--- src/rtl/pipeline_stall_ctrl_pkg.sv ---
// Shared types and defaults for the pipeline stall/flush controller.
// The memory FSM encoding is fixed so that state dumps stay comparable with older builds.
package pipeline_ctrl_pkg;

  typedef enum logic [1:0] {
    ST_IDLE      = 2'd0,
    ST_WRITEBACK = 2'd1,
    ST_REFILL    = 2'd2,
    ST_RESUME    = 2'd3
  } state_e;

  localparam int unsigned DEF_TIMEOUT = 64;
  localparam int unsigned DEF_CNT_W   = 32;
  localparam int unsigned MISS_CNT_W  = 16;

  // True while an off-chip transaction is outstanding.
  function automatic logic is_mem_state(input state_e s);
    return (s == ST_WRITEBACK) || (s == ST_REFILL);
  endfunction

endpackage

--- src/rtl/pipeline_stall_ctrl_if.sv ---
// Pipeline control and off-chip memory handshake bundle for pipeline_stall_ctrl.
// master = the controller, slave = pipeline/memory side.
interface pipeline_stall_ctrl_if
  import pipeline_ctrl_pkg::*;
#(
  parameter int unsigned CNT_W = DEF_CNT_W
);
  logic                  hazard_stall_i;
  logic                  branch_taken_i;
  logic                  dcache_miss_i;
  logic                  dcache_dirty_i;
  logic                  mem_ack_i;
  logic                  PCWrite_o;
  logic                  IFID_Write_o;
  logic                  IFID_Flush_o;
  logic                  IDEX_NoOp_o;
  logic                  Freeze_o;
  logic                  mem_enable_o;
  logic                  mem_write_o;
  logic                  refill_o;
  logic                  err_o;
  logic [CNT_W-1:0]      stall_cnt_o;
  logic [MISS_CNT_W-1:0] miss_cnt_o;

  modport master (
    input  hazard_stall_i, branch_taken_i, dcache_miss_i, dcache_dirty_i, mem_ack_i,
    output PCWrite_o, IFID_Write_o, IFID_Flush_o, IDEX_NoOp_o, Freeze_o,
           mem_enable_o, mem_write_o, refill_o, err_o, stall_cnt_o, miss_cnt_o
  );

  modport slave (
    output hazard_stall_i, branch_taken_i, dcache_miss_i, dcache_dirty_i, mem_ack_i,
    input  PCWrite_o, IFID_Write_o, IFID_Flush_o, IDEX_NoOp_o, Freeze_o,
           mem_enable_o, mem_write_o, refill_o, err_o, stall_cnt_o, miss_cnt_o
  );
endinterface

--- src/rtl/pipeline_stall_ctrl_sat_counter.sv ---
// Up-counter that sticks at all-ones; synchronous clear has priority over enable.
module sat_counter #(
  parameter int unsigned W = 8
) (
  input  logic         clk_i,
  input  logic         clr_i,
  input  logic         en_i,
  output logic [W-1:0] cnt_o
);
  logic [W-1:0] cnt_q, cnt_d;

  always_comb begin
    cnt_d = cnt_q;
    if (en_i && (cnt_q != '1)) cnt_d = cnt_q + 1'b1;
  end

  always_ff @(posedge clk_i) begin
    if (clr_i) cnt_q <= '0;
    else       cnt_q <= cnt_d;
  end

  assign cnt_o = cnt_q;
endmodule

--- src/rtl/pipeline_stall_ctrl.sv ---
// Merges load-use, branch-flush and data-cache-miss stalls into per-stage controls
// and sequences the cache write-back/refill handshake with off-chip memory.
module pipeline_stall_ctrl
  import pipeline_ctrl_pkg::*;
#(
  parameter int unsigned TIMEOUT = DEF_TIMEOUT,
  parameter int unsigned CNT_W   = DEF_CNT_W
) (
  input  logic                 clk_i,
  input  logic                 rst_i,
  pipeline_stall_ctrl_if.master bus
);
  localparam int unsigned WD_W = $clog2(TIMEOUT + 1);
  localparam logic [WD_W-1:0] WD_MAX = WD_W'(TIMEOUT);

  state_e          state_q, state_d;
  logic [WD_W-1:0] wdog_q, wdog_d;
  logic            err_q, err_d;
  logic            mem_enable_q, mem_enable_d;
  logic            mem_write_q, mem_write_d;
  logic            refill_q, refill_d;
  logic            mem_stall;
  logic            pc_write;
  logic            miss_accept;

  always_comb begin
    state_d = state_q;
    unique case (state_q)
      ST_IDLE:      if (bus.dcache_miss_i) state_d = bus.dcache_dirty_i ? ST_WRITEBACK : ST_REFILL;
      ST_WRITEBACK: if (bus.mem_ack_i) state_d = ST_REFILL;
      ST_REFILL:    if (bus.mem_ack_i) state_d = ST_RESUME;
      ST_RESUME:    state_d = ST_IDLE;
      default:      state_d = ST_IDLE;
    endcase

    // Watchdog restarts on every memory-state entry and only advances while the
    // FSM is still waiting for an ack in the same state.
    wdog_d = wdog_q;
    if (is_mem_state(state_d) && (state_d != state_q))
      wdog_d = '0;
    else if (is_mem_state(state_q) && (state_d == state_q) && (wdog_q != WD_MAX))
      wdog_d = wdog_q + 1'b1;

    err_d = err_q | (wdog_d == WD_MAX);

    // Memory outputs are registered from the next state so they decode state only.
    mem_enable_d = is_mem_state(state_d);
    mem_write_d  = (state_d == ST_WRITEBACK);
    refill_d     = (state_d == ST_RESUME);
  end

  always_ff @(posedge clk_i) begin
    if (rst_i) begin
      state_q      <= ST_IDLE;
      wdog_q       <= '0;
      err_q        <= 1'b0;
      mem_enable_q <= 1'b0;
      mem_write_q  <= 1'b0;
      refill_q     <= 1'b0;
    end else begin
      state_q      <= state_d;
      wdog_q       <= wdog_d;
      err_q        <= err_d;
      mem_enable_q <= mem_enable_d;
      mem_write_q  <= mem_write_d;
      refill_q     <= refill_d;
    end
  end

  // Priority: memory freeze, then load-use bubble, then branch flush.
  assign mem_stall   = (state_q != ST_IDLE) | bus.dcache_miss_i;
  assign pc_write    = ~(mem_stall | bus.hazard_stall_i);
  assign miss_accept = (state_q == ST_IDLE) & bus.dcache_miss_i;

  assign bus.Freeze_o     = mem_stall;
  assign bus.PCWrite_o    = pc_write;
  assign bus.IFID_Write_o = pc_write;
  assign bus.IDEX_NoOp_o  = bus.hazard_stall_i & ~mem_stall;
  assign bus.IFID_Flush_o = bus.branch_taken_i & ~bus.hazard_stall_i & ~mem_stall;
  assign bus.mem_enable_o = mem_enable_q;
  assign bus.mem_write_o  = mem_write_q;
  assign bus.refill_o     = refill_q;
  assign bus.err_o        = err_q;

  sat_counter #(.W(CNT_W)) u_stall_cnt (
    .clk_i (clk_i),
    .clr_i (rst_i),
    .en_i  (~pc_write),
    .cnt_o (bus.stall_cnt_o)
  );

  sat_counter #(.W(MISS_CNT_W)) u_miss_cnt (
    .clk_i (clk_i),
    .clr_i (rst_i),
    .en_i  (miss_accept),
    .cnt_o (bus.miss_cnt_o)
  );
endmodule

--- src/flat_wrapper.sv ---
// flat-port wrapper written by rule: the top's interface ports become plain ports
module pipeline_stall_ctrl_flat import pipeline_ctrl_pkg::*;
#(
  parameter int unsigned TIMEOUT = DEF_TIMEOUT,
  parameter int unsigned CNT_W   = DEF_CNT_W
)
  (clk_i, rst_i, bus_hazard_stall_i, bus_branch_taken_i, bus_dcache_miss_i, bus_dcache_dirty_i, bus_mem_ack_i, bus_PCWrite_o, bus_IFID_Write_o, bus_IFID_Flush_o, bus_IDEX_NoOp_o, bus_Freeze_o, bus_mem_enable_o, bus_mem_write_o, bus_refill_o, bus_err_o, bus_stall_cnt_o, bus_miss_cnt_o);
  pipeline_stall_ctrl_if #(.CNT_W(CNT_W)) bus_i ();
  input  logic clk_i;
  input  logic rst_i;
  input wire logic [$bits(bus_i.hazard_stall_i)-1:0] bus_hazard_stall_i;
  input wire logic [$bits(bus_i.branch_taken_i)-1:0] bus_branch_taken_i;
  input wire logic [$bits(bus_i.dcache_miss_i)-1:0] bus_dcache_miss_i;
  input wire logic [$bits(bus_i.dcache_dirty_i)-1:0] bus_dcache_dirty_i;
  input wire logic [$bits(bus_i.mem_ack_i)-1:0] bus_mem_ack_i;
  output wire logic [$bits(bus_i.PCWrite_o)-1:0] bus_PCWrite_o;
  output wire logic [$bits(bus_i.IFID_Write_o)-1:0] bus_IFID_Write_o;
  output wire logic [$bits(bus_i.IFID_Flush_o)-1:0] bus_IFID_Flush_o;
  output wire logic [$bits(bus_i.IDEX_NoOp_o)-1:0] bus_IDEX_NoOp_o;
  output wire logic [$bits(bus_i.Freeze_o)-1:0] bus_Freeze_o;
  output wire logic [$bits(bus_i.mem_enable_o)-1:0] bus_mem_enable_o;
  output wire logic [$bits(bus_i.mem_write_o)-1:0] bus_mem_write_o;
  output wire logic [$bits(bus_i.refill_o)-1:0] bus_refill_o;
  output wire logic [$bits(bus_i.err_o)-1:0] bus_err_o;
  output wire logic [$bits(bus_i.stall_cnt_o)-1:0] bus_stall_cnt_o;
  output wire logic [$bits(bus_i.miss_cnt_o)-1:0] bus_miss_cnt_o;
  assign bus_i.hazard_stall_i = bus_hazard_stall_i;
  assign bus_i.branch_taken_i = bus_branch_taken_i;
  assign bus_i.dcache_miss_i = bus_dcache_miss_i;
  assign bus_i.dcache_dirty_i = bus_dcache_dirty_i;
  assign bus_i.mem_ack_i = bus_mem_ack_i;
  assign bus_PCWrite_o = bus_i.PCWrite_o;
  assign bus_IFID_Write_o = bus_i.IFID_Write_o;
  assign bus_IFID_Flush_o = bus_i.IFID_Flush_o;
  assign bus_IDEX_NoOp_o = bus_i.IDEX_NoOp_o;
  assign bus_Freeze_o = bus_i.Freeze_o;
  assign bus_mem_enable_o = bus_i.mem_enable_o;
  assign bus_mem_write_o = bus_i.mem_write_o;
  assign bus_refill_o = bus_i.refill_o;
  assign bus_err_o = bus_i.err_o;
  assign bus_stall_cnt_o = bus_i.stall_cnt_o;
  assign bus_miss_cnt_o = bus_i.miss_cnt_o;
  pipeline_stall_ctrl #(.TIMEOUT(TIMEOUT), .CNT_W(CNT_W)) u_core (.clk_i(clk_i), .rst_i(rst_i), .bus(bus_i));
endmodule
--- config.mk ---
export PLATFORM = sky130hd
export DESIGN_NAME = pipeline_stall_ctrl_flat
export DESIGN_NICKNAME = d
export VERILOG_FILES = /design/src/rtl/pipeline_stall_ctrl_pkg.sv /design/src/rtl/pipeline_stall_ctrl_if.sv /design/src/rtl/pipeline_stall_ctrl_sat_counter.sv /design/src/rtl/pipeline_stall_ctrl.sv /design/src/flat_wrapper.sv
export SDC_FILE = /design/constraint.sdc
export NUM_CORES = 1
export LEC_CHECK = 0
export BUFFER_PORTS_ARGS = -buffer_cell sky130_fd_sc_hd__clkbuf_2
export CAP_MARGIN = 20
export CORE_MARGIN = 2
export CORE_UTILIZATION = 37
export DETAILED_ROUTE_END_ITERATION = 10
export PLACE_DENSITY_LB_ADDON = 0.1
export SYNTH_ARGS = -nofsm -noshare
export SYNTH_HDL_FRONTEND = slang
export SYNTH_SLANG_ARGS = --single-unit
export TNS_END_PERCENT = 5
--- constraint.sdc ---
create_clock -name clk_i -period 2.3 [get_ports clk_i]
set_input_delay 0.23 -clock clk_i [delete_from_list [all_inputs] [get_ports clk_i]]
set_output_delay 0.23 -clock clk_i [all_outputs]
set_load 0.01 [all_outputs]
# [Yosys cells after proc, flatten, opt, wreduce, memory -nomap -nowiden]
# Cells that the tools add are included.
[word_totals] ff_bits=61 out_inout_bits=57 word_cells=49
[classes] n_bitwise=10 reduce_logical=9 eq_ne=12 n_addsub=3 muxes=7
[op_table] op="$add A32 B1 Y32 const B" count=1
[op_table] op="$ne A32 B32 Y1 const B" count=1
[op_table] op="$add A16 B1 Y16 const B" count=1
[op_table] op="$ne A16 B16 Y1 const B" count=1
[op_table] op="$mux W7" count=2
[op_table] op="$eq A2 B2 Y1 const B" count=4
[op_table] op="$mux W2" count=4
[op_table] op="$pmux W2 S4" count=1
[op_table] op="$add A7 B1 Y7 const B" count=1
[op_table] op="$eq A7 B7 Y1 const B" count=1
[op_table] op="$ne A7 B7 Y1 const B" count=1
[op_table] op="$logic_and A1 B1 Y1" count=5
[op_table] op="$and A1 B1 Y1" count=4
[op_table] op="$eq A2 B1 Y1 const B" count=2
[op_table] op="$not A1 Y1" count=3
[op_table] op="$or A1 B1 Y1" count=3
[op_table] op="$eq A2 B2 Y1" count=1
[op_table] op="$logic_not A2 Y1" count=1
[op_table] op="$logic_or A1 B1 Y1" count=2
[op_table] op="$ne A2 B2 Y1" count=1
[op_table] op="$reduce_bool A2 Y1" count=1

# [Longest topological paths before layout]
# Gate-level depths: netlist of the first run.
[logic_depth] word_depth=10 mapped_depth=10 depth_no_buf=9

# [Cells and area by module]
# A second synthesis of the first run with hierarchy kept.
[unflattened] hier_cells=405 area_unflattened_um2=3483.3
[by_module_without_submodules] mod="sat_counter at u_core.u_stall_cnt" area_each_um2=1674.1 cells_each=199 n_inst=1 seq_area_each_um2=640.6
[by_module_without_submodules] mod="pipeline_stall_ctrl" area_each_um2=960.9 cells_each=107 n_inst=1 seq_area_each_um2=260.2
[by_module_without_submodules] mod="sat_counter at u_core.u_miss_cnt" area_each_um2=848.3 cells_each=99 n_inst=1 seq_area_each_um2=320.3

# [Worst setup path before layout of the first run]
# No wires, ideal clock.
[synth_timing] path_kind="reg2reg" startpoint="register u_core.state_q[0]" endpoint="register u_core.err_q, in the netlist u_core.bus.err_o" path_slack_ns=-0.002 path_buffers=1 arrival_ns=2.214 t_required_ns=2.212 period_less_slack_ns=2.302 stages_incl_launch_ff=9 cell_sequence="dfxtp_1 -> inv_1 -> ha_1 -> buf_6 -> a32oi_2 -> mux2i_4 -> nand3_4 -> mux2_4 -> o32ai_2"
[synth_between] elab_chain_cells=9 word_cells_on_any_way=21 classes_between="eq/ne (8); mux (6); bitwise (1); reduce/logical (6)"
[synth_rtl] element="start, declared" line="pipeline_stall_ctrl.sv:16" text="state_e state_q, state_d;"
[synth_rtl] element="start signal, assigned" line="pipeline_stall_ctrl.sv:61" text="state_q <= state_d;"
[synth_rtl] element="$eq A2 B2 Y1 (tied with other cells)" line="pipeline_stall_ctrl.sv:28" text="unique case (state_q)"
[synth_rtl] element="$pmux W2 S4" line="pipeline_stall_ctrl.sv:28"
[synth_rtl] element="$eq A2 B2 Y1" line="pipeline_stall_ctrl.sv:41" text="else if (is_mem_state(state_q) && (state_d == state_q) && (wdog_q != WD_MAX))"
[synth_rtl] element="$logic_and A1 B1 Y1 (2 in a row)" line="pipeline_stall_ctrl.sv:41"
[synth_rtl] element="$mux W7" line="pipeline_stall_ctrl.sv:41"
[synth_rtl] element="$mux W7 *" line="pipeline_stall_ctrl.sv:39" text="if (is_mem_state(state_d) && (state_d != state_q))"
[synth_rtl] element="$eq A7 B7 Y1 *" line="pipeline_stall_ctrl.sv:44" text="err_d = err_q | (wdog_d == WD_MAX);"
[synth_rtl] element="$or A1 B1 Y1 *" line="pipeline_stall_ctrl.sv:44"
[synth_rtl] element="end signal, assigned" line="pipeline_stall_ctrl.sv:63" text="err_q <= err_d;"
[synth_rtl] element="end, declared" line="pipeline_stall_ctrl.sv:18" text="logic err_q, err_d;"
# Every way passes the cells marked *; elsewhere a longest branch is shown, timed or not.
# A chain may end at the register's enable or synchronous reset.

# [Worst setup path after layout of the first run]
# Same ends and word-level chain as after synthesis.

==> reports/results.txt, run 1 <==
status = completed
Std-Cell Core Area = 8678 sq um
#FFs+latches synth = 61
# H-tree levels = 3
Crit-path slowest cell = nor4_1
dpl cells = 561
Synth top area share = 37.01%
Worst Min Path Start = bus_hazard_stall_i
GRT Total Usage = 17.08%
Ports = 64
synth top area cells = dfxtp_1 37%, xnor2_1 8.8%, nor2_1 6.8%
Cell Area, Placed = 3827 sq um
Post-Route Setup TNS = 0 ps
clk_skew = 11.43 ps
reg2reg end = u_core.bus.err_o$_SDFF_PP0_
drt initial violations = 86
final hold vios = 0
worst hold endpoint = u_core.u_stall_cnt.cnt_o[2]$_SDFFE_PP0P_
CP max FO = 9
most frequent cell after synthesis = dfxtp_1
Rel. slew slack = 53.14%
LEAKAGE = 1.606 nW
cell area power density = 870.1 nW/um^2
CP Class = reg2reg
clk_lat worst skew = 340 ps
CP most frequent cell = mux2_4
vias in the first global route = 2791
crit share post-route = 97.74%
die height = 98.43 um
CP Launch Type = register
pin count of the biggest net entering global routing = 36
die width = 98.43 um
worst setup slack after layout = 52.09 ps
grt ovf = 0
Avg Cell Area, Syn = 8.548 sq um
CTS tree = done
IO buf count = 63
ys async rst share = 0%
clock buffer depth = 2
Commonest cells post-synth = 61 x dfxtp_1, 60 x nor2_1, 33 x xnor2_1, 23 x nand2_1, 20 x nand3_1
slowest stage delay, CP = 350 ps
min-delay worst type = in2reg
Initial Utilization = 38.02%
DP Wirelength = 5.770 mm
Post-Synthesis Cells = 386
worst-path cell chain = inv_1 -> ha_2 -> mux2_4 -> and2_4 -> mux2_4 -> nor4_1 -> o221ai_2 -> o32ai_2
vias = 2958
max-slew violation count = 0
unrepaired setup endpoints after global routing = yes
Hold Path Cell Cnt = 4
dpl ws = -30.67 ps
GP Congestion = 0.9323
Yosys cell types = 50
worst r2r path cells = 8
number of flops mapped to enable cells by yosys = 0
full die area = 9688 sq um
synthesized cell area = 3299 sq um
final std cells w/o fill = 577
ys flop type = dfxtp_1
drt first pass iters = 4
initial antenna violation count = 0
CTS clk-pin slew, worst paths = 70 ps
first-pass GRT wire length = 13.53 mm
share of post-route cells with drive strength above 1 = 24.31%
Root Buffer = clkbuf_8
CTS buffer count = 9
Req. time, crit path = 2550 ps
nets = 483
synthesis-to-layout area growth = 23.82%
worst reg2reg setup slack = 50 ps
final instance area = 4085 sq um
cell taking the most area after synthesis = dfxtp_1
DRC = 0
reg-to-reg startpoint = u_core.state_q[0]$_SDFF_PP0_
Fmax achieved = 444.9 MHz
minimum clock period = 2248 ps
Seq/Total Area, Yosys = 37.01%
Sink Count = 61
Arr. time, crit path = 2500 ps
Vias/cell = 5.127
Setup-failing EPs final = 0
yosys warns = 0
# diodes = 0
syn nets = 404
Worst-Margin Slew = 698.7 ps
DRT Wirelength = 7.986 mm
Final ANT Viol Nets = 0
Max VDD drop = 0.5540 mV
max_cap viols = 0
Worst Setup End Kind = register
routed length per instance = 13.84 um
# rows = 34
## worst max-delay path, delay by kind of cell, from the launching register on
family,cells,cell delay [ps]
buf+inv,1,70
fa+ha+maj,1,300
compound gates,2,360
simple gates,2,520
flops,1,310
mux,2,610
## report_power, final
| group | leakage (nW) | internal [W] | switching (W) | total (W) |
|---|---|---|---|---|
| Sequential | 0.493 | 0.00113 | 0.0000577 | 0.00119 |
| Combinational | 1.01 | 0.000585 | 0.000738 | 0.00132 |
| Clock | 0.105 | 0.000632 | 0.000411 | 0.00104 |
## state kept, by name (all words and copies together) (netlist names)
name                      cells
u_core.bus.err_o              1
u_core.bus.mem_enable_o       1
u_core.bus.mem_write_o        1
u_core.bus.refill_o           1
u_core.state_q                2
u_core.u_miss_cnt.cnt_o      16
u_core.u_stall_cnt.cnt_o     32
u_core.wdog_q                 7
## through the flow
| stage | power [W] | hold WS (ps) | util, % |
|---|---|---|---|
| floorplan | 0.002075 | 490.6 | - |
| global placement | 0.002425 | 492.7 | 44.10 |
| detailed placement | 0.002441 | 490.9 | 44.10 |
| CTS | 0.003505 | 368.2 | 46.60 |
| global route | 0.003780 | 373.5 | 47.07 |
| finish | 0.003554 | 352.9 | 47.07 |
## cell families after synthesis
group / synth area share, %
flip-flops: 37.01
AND/OR/NAND/NOR: 32.77
multiplexers: 2.654
buffers and inverters: 3.565
XOR/XNOR: 13.01
adder cells (fa/ha/maj): 4.171
AO/OA/AOI/OAI: 6.826
## timing repair
item | in CTS | in global routing
hold buffers | 0 | 0
buffers inserted | 0 | 1
pin swaps | 0 | 1
resized for setup | 1 | 9
endpoints found under the setup margin | 1 | 6
## worst max path at each step
| stage | start | slack [ps] | cells past startpoint | to |
|---|---|---|---|---|
| finish | u_core.state_q[0]$_SDFF_PP0_ | 50 | 8 | u_core.bus.err_o$_SDFF_PP0_ |
| global route | u_core.state_q[1]$_SDFF_PP0_ | -60 | 8 | u_core.bus.err_o$_SDFF_PP0_ |
| global placement | u_core.state_q[0]$_SDFF_PP0_ | 50 | 9 | u_core.bus.err_o$_SDFF_PP0_ |
| CTS | u_core.state_q[0]$_SDFF_PP0_ | 60 | 8 | bus_IFID_Flush_o |
| floorplan | u_core.state_q[0]$_SDFF_PP0_ | 10 | 9 | u_core.bus.err_o$_SDFF_PP0_ |
| detailed placement | u_core.state_q[0]$_SDFF_PP0_ | -30 | 8 | u_core.bus.err_o$_SDFF_PP0_ |
## layout by cell type, fill, tap and decap left out, drive strengths merged, types with 6 or more instances in the layout
cell and count:
clkbuf 74, dfxtp 61, nor2 60, xnor2 33, nand2 23, nand3 21, nand4 18, nor3 18
buf 18, xor2 16, inv 15, and4 11, and3 11, ha 11, nor4 7, a21oi 7
nand2b 6, o21ai 6
## metal layers
metal	routed length, um	global-route usage [%]	vias to the layer above
met5	0	0	-
met4	144	6.112	0
met3	370	4.894	12
met2	3674	27.16	67
met1	3796	22.22	1362
li1	-	-	1517
## final cells by class
class                      instances  area (sq um)
sequential                        61          1221
fill                             889          4593
inverter                          15         56.30
tap                              108         135.1
timing repair buffer              81         450.4
clock inverter                     4         72.57
clock buffer                      11         141.4
multi-input combinational        297          2008
Note: power is estimated with default switching activity, not from simulation.
==> inputs of run 2 (changes only) <==
--- a/config.mk
+++ b/config.mk
@@ -7,8 +7,10 @@
 export LEC_CHECK = 0
 export BUFFER_PORTS_ARGS = -buffer_cell sky130_fd_sc_hd__clkbuf_2
 export CAP_MARGIN = 20
+export CORE_ASPECT_RATIO = 1.2
 export CORE_MARGIN = 2
 export CORE_UTILIZATION = 37
+export CTS_BUF_LIST = sky130_fd_sc_hd__clkbuf_16
 export DETAILED_ROUTE_END_ITERATION = 10
 export PLACE_DENSITY_LB_ADDON = 0.1
 export SYNTH_ARGS = -nofsm -noshare
==> reports/results.txt, run 2 (synthesis results as in run 1) <==
Setup-failing EPs final = 0 (unchanged)
status = completed
LEAKAGE = 1.629 nW (+1.4%)
max reg flops = 32 (unchanged)
CP Launch Type = register
worst-path cell chain = inv_1 -> ha_2 -> nor2_1 -> a32oi_4 -> mux2i_4 -> nand3_4 -> mux2_4 -> o32ai_2
DP Wirelength = 5.807 mm (+0.65%)
min-delay worst type = in2reg
Fmax achieved = 453.8 MHz (+2.0%)
synthesis-to-layout area growth = 25.10%
most frequent cells in the layout = 63 x clkbuf_2, 61 x dfxtp_1, 60 x nor2_1
Comb pwr share = 32.8% (-4.4 points)
crit share post-route = 95.81% (-1.9 points)
Crit-path slowest cell = mux2i_4
clk_skew = 5.329 ps (-6.103 ps)
initial antenna violation count = 0 (unchanged)
# rows = 37 (+8.8%)
Multi-input gate area = 1982 sq um (-1.3%)
IO buf count = 63 (unchanged)
Fillers = 904 (+1.7%)
Crit path buffers/inverters = 1 (unchanged)
nets = 482 (-0.21%)
pin count of the biggest net entering global routing = 41 (+14%)
max-slew violation count = 0 (unchanged)
worst r2r path cells = 8 (unchanged)
Worst Setup EP = u_core.bus.err_o$_SDFF_PP0_
Std-Cell Core Area = 8611 sq um (-0.78%)
# diodes = 0 (unchanged)
Req. time, crit path = 2530 ps (-20 ps)
CTS tree = done
DRT Wirelength = 8.032 mm (+0.58%)
worst reg2reg setup slack = 100 ps (+40 ps)
Worst path depth = 8 (unchanged)
Final ANT Viol Nets = 0 (unchanged)
CP startpoint = u_core.state_q[1]$_SDFF_PP0_
Reg area = 1221 sq um (unchanged)
full die area = 9692 sq um (about the same)
delay-heaviest family, CP = multiplexers
post-layout util = 47.94% (+0.86 points)
hold_ws = 374.5 ps (+21.57 ps)
die height = 107.4 um (+9.2%)
CP Class = reg2reg
drt first pass iters = 4 (unchanged)
minimum clock period = 2204 ps (-44.28 ps)
vias = 2960 (+0.068%)
commonest non-fill, non-tap cell in the layout = clkbuf_2
cell area power density = 891.6 nW/um^2 (+2.5%)
Max VDD drop = 0.4450 mV (-20%)
Cell Int Power = 0.002488 W (+6.0%)
clk_lat worst skew = 320 ps (-20 ps)
unrepaired setup endpoints after global routing = yes
Root Buffer = clkbuf_16
Sink Count = 61 (unchanged)
Initial Utilization = 38.32% (+0.30 points)
Hold-fix buffers, CTS = 0 (unchanged)
die width = 90.21 um (-8.4%)
max_cap viols = 0 (unchanged)
CTS buffer count = 9 (unchanged)
clock share of power = 34.9% (+5.6 points)
drt initial violations = 71 (-17%)
final hold vios = 0 (unchanged)
grt ovf = 0 (unchanged)
final std cells w/o fill = 584 (+1.2%)
slowest stage delay, CP = 420 ps (+70 ps)
Ports = 64 (unchanged)
reg2reg end = u_core.bus.err_o$_SDFF_PP0_
first-pass GRT wire length = 13.74 mm (+1.5%)
Pwr Total = 0.003680 W (+3.5%)
routed length per instance = 13.75 um (-0.63%)
sw frac = 32.40% (-1.5 points)
clock buffer depth = 2 (unchanged)
DRC = 0 (unchanged)
reg-to-reg startpoint = u_core.state_q[1]$_SDFF_PP0_
Worst-Margin Slew = 670.0 ps (-28.63 ps)
share of post-route cells with drive strength above 1 = 22.70% (-1.6 points)
GRT Total Usage = 17.27% (+0.19 points)
GP Congestion = 0.8315 (-11%)
CP max FO = 9 (unchanged)
Vias/cell = 5.068 (-1.1%)
CTS clk-pin slew, worst paths = 50 ps (-20 ps)
Arr. time, crit path = 2440 ps (-60 ps)
Seq pwr share = 32.3% (-1.1 points)
vias in the first global route = 2922 (+4.7%)
Rel. slew slack = 55.06% (+1.9 points)
Worst Setup End Kind = register
switching power = 0.001192 W (-1.2%)
dpl cells = 570 (+1.6%)
# H-tree levels = 3 (unchanged)
## run 2: power by group through the flow
stage | Sequential [W] | Clock (W) | Combinational (W)
after floorplan | 0.00124 | 0 | 0.000834
after global placement | 0.00121 | 0 | 0.00119
after detailed placement | 0.00121 | 0 | 0.00120
after CTS | 0.00119 | 0.00132 | 0.00121
after global routing | 0.00120 | 0.00137 | 0.00135
final | 0.00119 | 0.00128 | 0.00121
## run 2: repair_timing
| item | 4_1_cts | 5_1_grt |
|---|---|---|
| buffers inserted | 0 | 0 |
| endpoints found under the setup margin | 1 | 6 |
| pin swaps | 0 | 0 |
| cloned | 0 | 0 |
| resized for setup | 1 | 3 |
## run 2: area by class of cell
class	instances	area share (%)
multi-input combinational	297	48.01
sequential	61	29.58
timing repair buffer	80	10.73
clock buffer	9	5.456
tap	117	3.547
inverter	15	1.364
clock inverter	5	1.303
## run 2: worst min path at each step
stage / cells after the start / from / to
after floorplan: 2 / u_core.bus.err_o$_SDFF_PP0_ / u_core.bus.err_o$_SDFF_PP0_
after global placement: 2 / u_core.bus.err_o$_SDFF_PP0_ / u_core.bus.err_o$_SDFF_PP0_
after detailed placement: 2 / u_core.bus.err_o$_SDFF_PP0_ / u_core.bus.err_o$_SDFF_PP0_
after CTS: 3 / rst_i / u_core.u_miss_cnt.cnt_o[6]$_SDFFE_PP0P_
after global routing: 3 / rst_i / u_core.u_miss_cnt.cnt_o[4]$_SDFFE_PP0P_
final: 3 / rst_i / u_core.u_miss_cnt.cnt_o[3]$_SDFFE_PP0P_
## run 2: per-stage QoR
stage | cell area, sq um | setup WS [ps] | TNS, ps
3_5_place_dp | 3839 | -23.43 | -23.43
5_1_grt | 4128 | -59.21 | -59.21
2_1_floorplan | 3311 | 12.15 | 0
3_3_place_gp | 3839 | 77.43 | 0
6_report | 4128 | 96.37 | 0
4_1_cts | 4120 | 22.36 | 0
## run 2: worst min-delay path, delay by kind of cell
family | cells | cell delay (ps)
simple gates | 1 | 100
buf+inv | 2 | 320
## run 2: layer usage
layer  global-route usage [%]  share of wire [%]  up-vias
met4                    5.055               0.95        0
met3                    3.711                3.7        8
met2                    30.13                 49       58
li1                         -                  -     1507
met1                    21.48                 47     1387
met5                        0                  0        -
==> inputs of run 3 (changes only) <==
--- a/config.mk
+++ b/config.mk
@@ -5,6 +5,7 @@
 export SDC_FILE = /design/constraint.sdc
 export NUM_CORES = 1
 export LEC_CHECK = 0
+export ABC_AREA = 1
 export BUFFER_PORTS_ARGS = -buffer_cell sky130_fd_sc_hd__clkbuf_2
 export CAP_MARGIN = 20
 export CORE_ASPECT_RATIO = 1.2
==> reports/results.txt, run 3 <==
status = completed
CTS buffer count = 9 (unchanged)
max-slew violation count = 0 (unchanged)
drt first pass iters = 4 (unchanged)
CTS tree = done
LEAKAGE = 1.788 nW (+9.8%)
Hold-fix buffers, CTS = 0 (unchanged)
GRT Total Usage = 18.07% (+0.80 points)
CP Launch Type = register
share of post-route cells with drive strength above 1 = 19.93% (-2.8 points)
Seq/Total Area, Yosys = 35.82% (-1.2 points)
#FFs+latches synth = 61 (unchanged)
# H-tree levels = 3 (unchanged)
synth top area cells = dfxtp_1 36%, nand2_1 11%, inv_1 7.4%
first-pass GRT wire length = 14.34 mm (+4.4%)
Setup-failing EPs final = 0 (unchanged)
post-synthesis simple-gate area fraction = 36.59% (+3.8 points)
clk_skew = 4.770 ps (-0.5584 ps)
worst setup slack after layout = 161.8 ps (+65.40 ps)
vias = 3410 (+15%)
Post-Synth XOR/XNOR Area = 4.110% (-8.9 points)
CTS clk-pin slew, worst paths = 50 ps (about the same)
minimum clock period = 2138 ps (-65.40 ps)
hold_ws = 313.3 ps (-61.21 ps)
number of flops mapped to enable cells by yosys = 0 (unchanged)
ys async rst share = 0% (unchanged)
Post-Synthesis Cells = 499 (+29%)
GP Congestion = 0.9124 (+9.7%)
adder and majority gate portion of the synthesized area = 4.037% (-0.13 points)
final std cells w/o fill = 702 (+20%)
clock buffer depth = 2 (unchanged)
full die area = 10000 sq um (+3.2%)
# diodes = 0 (unchanged)
die height = 109.2 um (+1.6%)
initial antenna violation count = 0 (unchanged)
cell taking the most area after synthesis = dfxtp_1
nets = 595 (+23%)
Std-Cell Core Area = 8986 sq um (+4.4%)
vias in the first global route = 3149 (+7.8%)
Worst Setup End Kind = register
min-delay worst type = in2reg
Synth top area share = 35.82% (-1.2 points)
yosys warns = 0 (unchanged)
die width = 91.63 um (+1.6%)
syn nets = 517 (+28%)
dpl cells = 683 (+20%)
DP Wirelength = 6.494 mm (+12%)
ys flop type = dfxtp_1
Req. time, crit path = 2500 ps (-30 ps)
DRC = 0 (unchanged)
synthesized cell area = 3410 sq um (+3.3%)
pin count of the biggest net entering global routing = 40 (-2.4%)
mux cell area share after synthesis = 0% (-2.7 points)
most frequent cell after synthesis = nand2_1
grt ovf = 0 (unchanged)
Worst-Margin Slew = 718.1 ps (+48.07 ps)
Sink Count = 61 (unchanged)
commonest non-fill, non-tap cell in the layout = nand2_1
synthesis-to-layout area growth = 26.24%
max_cap viols = 0 (unchanged)
clk_lat worst skew = 330 ps (about the same)
Fmax achieved = 467.7 MHz (+3.1%)
Final ANT Viol Nets = 0 (unchanged)
CP max FO = 7 (-2)
Initial Utilization = 37.94% (-0.38 points)
post-synthesis compound-gate area fraction = 9.651% (+2.8 points)
IO buf count = 63 (unchanged)
Commonest cells post-synth = 101 x nand2_1, 67 x inv_1, 66 x nor2_1, 61 x dfxtp_1
unrepaired setup endpoints after global routing = yes
most frequent cells in the layout = 101 x nand2_1, 67 x inv_1, 65 x nor2_1
Fillers = 916 (+1.3%)
Avg Cell Area, Syn = 6.833 sq um (-20%)
Ports = 64 (unchanged)
Arr. time, crit path = 2340 ps (-100 ps)
largest family of logic cells by synthesized area = simple AND/OR/NAND/NOR gates
dpl ws = 31.97 ps (+55.41 ps)
CP Class = reg2reg
Max VDD drop = 0.4103 mV (-7.8%)
Vias/cell = 4.858 (-4.2%)
Root Buffer = clkbuf_16
Rel. slew slack = 52.07% (-3.0 points)
routed length per instance = 12.46 um (-9.4%)
max reg flops = 32 (unchanged)
DRT Wirelength = 8.748 mm (+8.9%)
Yosys cell types = 37 (-26%)
drt initial violations = 190 (+170%)
final hold vios = 0 (unchanged)
crit share post-route = 92.97% (-2.8 points)
# rows = 38 (+2.7%)
cell area power density = 766.1 nW/um^2 (-14%)
Pwr Total = 0.003298 W (-10%)
-- run 3: path summary, 6_finish.rpt --
path,from,end,slack (ps),depth (start not counted)
worst min-delay path,bus_dcache_dirty_i,u_core.state_q[0]$_SDFF_PP0_,310,5
worst min register to register,u_core.bus.err_o$_SDFF_PP0_,u_core.bus.err_o$_SDFF_PP0_,470,2
worst max register to register,u_core.state_q[0]$_SDFF_PP0_,u_core.bus.err_o$_SDFF_PP0_,160,13
worst max-delay path,u_core.state_q[0]$_SDFF_PP0_,u_core.bus.err_o$_SDFF_PP0_,160,13
-- run 3: critical path, stage by stage (launching register included) --
cell     delay, ps
dfxtp_1        400
inv_1          130
ha_1           260
nor2_1         100
nand2_1         70
nand2_1        120
inv_1           60
ha_1           310
o21ai_2        160
nand3_1        150
nand2_1        100
nor2_1          50
nand2_1         50
a21oi_1         50
-- run 3: timing repair --
action,CTS,global route
setup buffers,0,2
setup endpoints to repair,0,6
gates resized for setup,0,6
-- run 3: kinds of logic after synthesis --
family,count (synthesis)
simple gates,267
buf+inv,82
compound gates,62
flops,61
xor+xnor,16
fa+ha+maj,11
-- run 3: stage by stage --
step | util, % | TNS, ps | area, sq um
finish | 47.90 | 0 | 4304
global route | 47.90 | -134.7 | 4304
CTS | 47.45 | 0 | 4264
detailed placement | 43.41 | 0 | 3901
global placement | 43.41 | 0 | 3901
floorplan | - | 0 | 3410
-- run 3: power by group --
group / total, W / internal, W / switching [W]
registers: 0.00114 / 0.00110 / 0.0000362
clock network: 0.00166 / 0.00116 / 0.000494
logic: 0.000499 / 0.000174 / 0.000325
-- run 3: metal layers --
layer  GRT usage, %  wire length [um]  part of all wire [%]
met5              0                 0                     0
met4          7.900               186                   2.1
met3          5.114               474                   5.4
met2          30.57              4341                    50
met1          21.40              3746                    43
-- run 3: final cells by class --
| cell class | count | area [sq um] | area share [%] |
|---|---|---|---|
| Sequential cell | 61 | 1221 | 28.37 |
| Multi-Input combinational cell | 357 | 1877 | 43.60 |
| Tap cell | 120 | 150.1 | 3.488 |
| Clock inverter | 7 | 137.6 | 3.198 |
| Timing Repair Buffer | 78 | 427.9 | 9.942 |
| Clock buffer | 9 | 225.2 | 5.233 |
| Inverter | 70 | 265.3 | 6.163 |
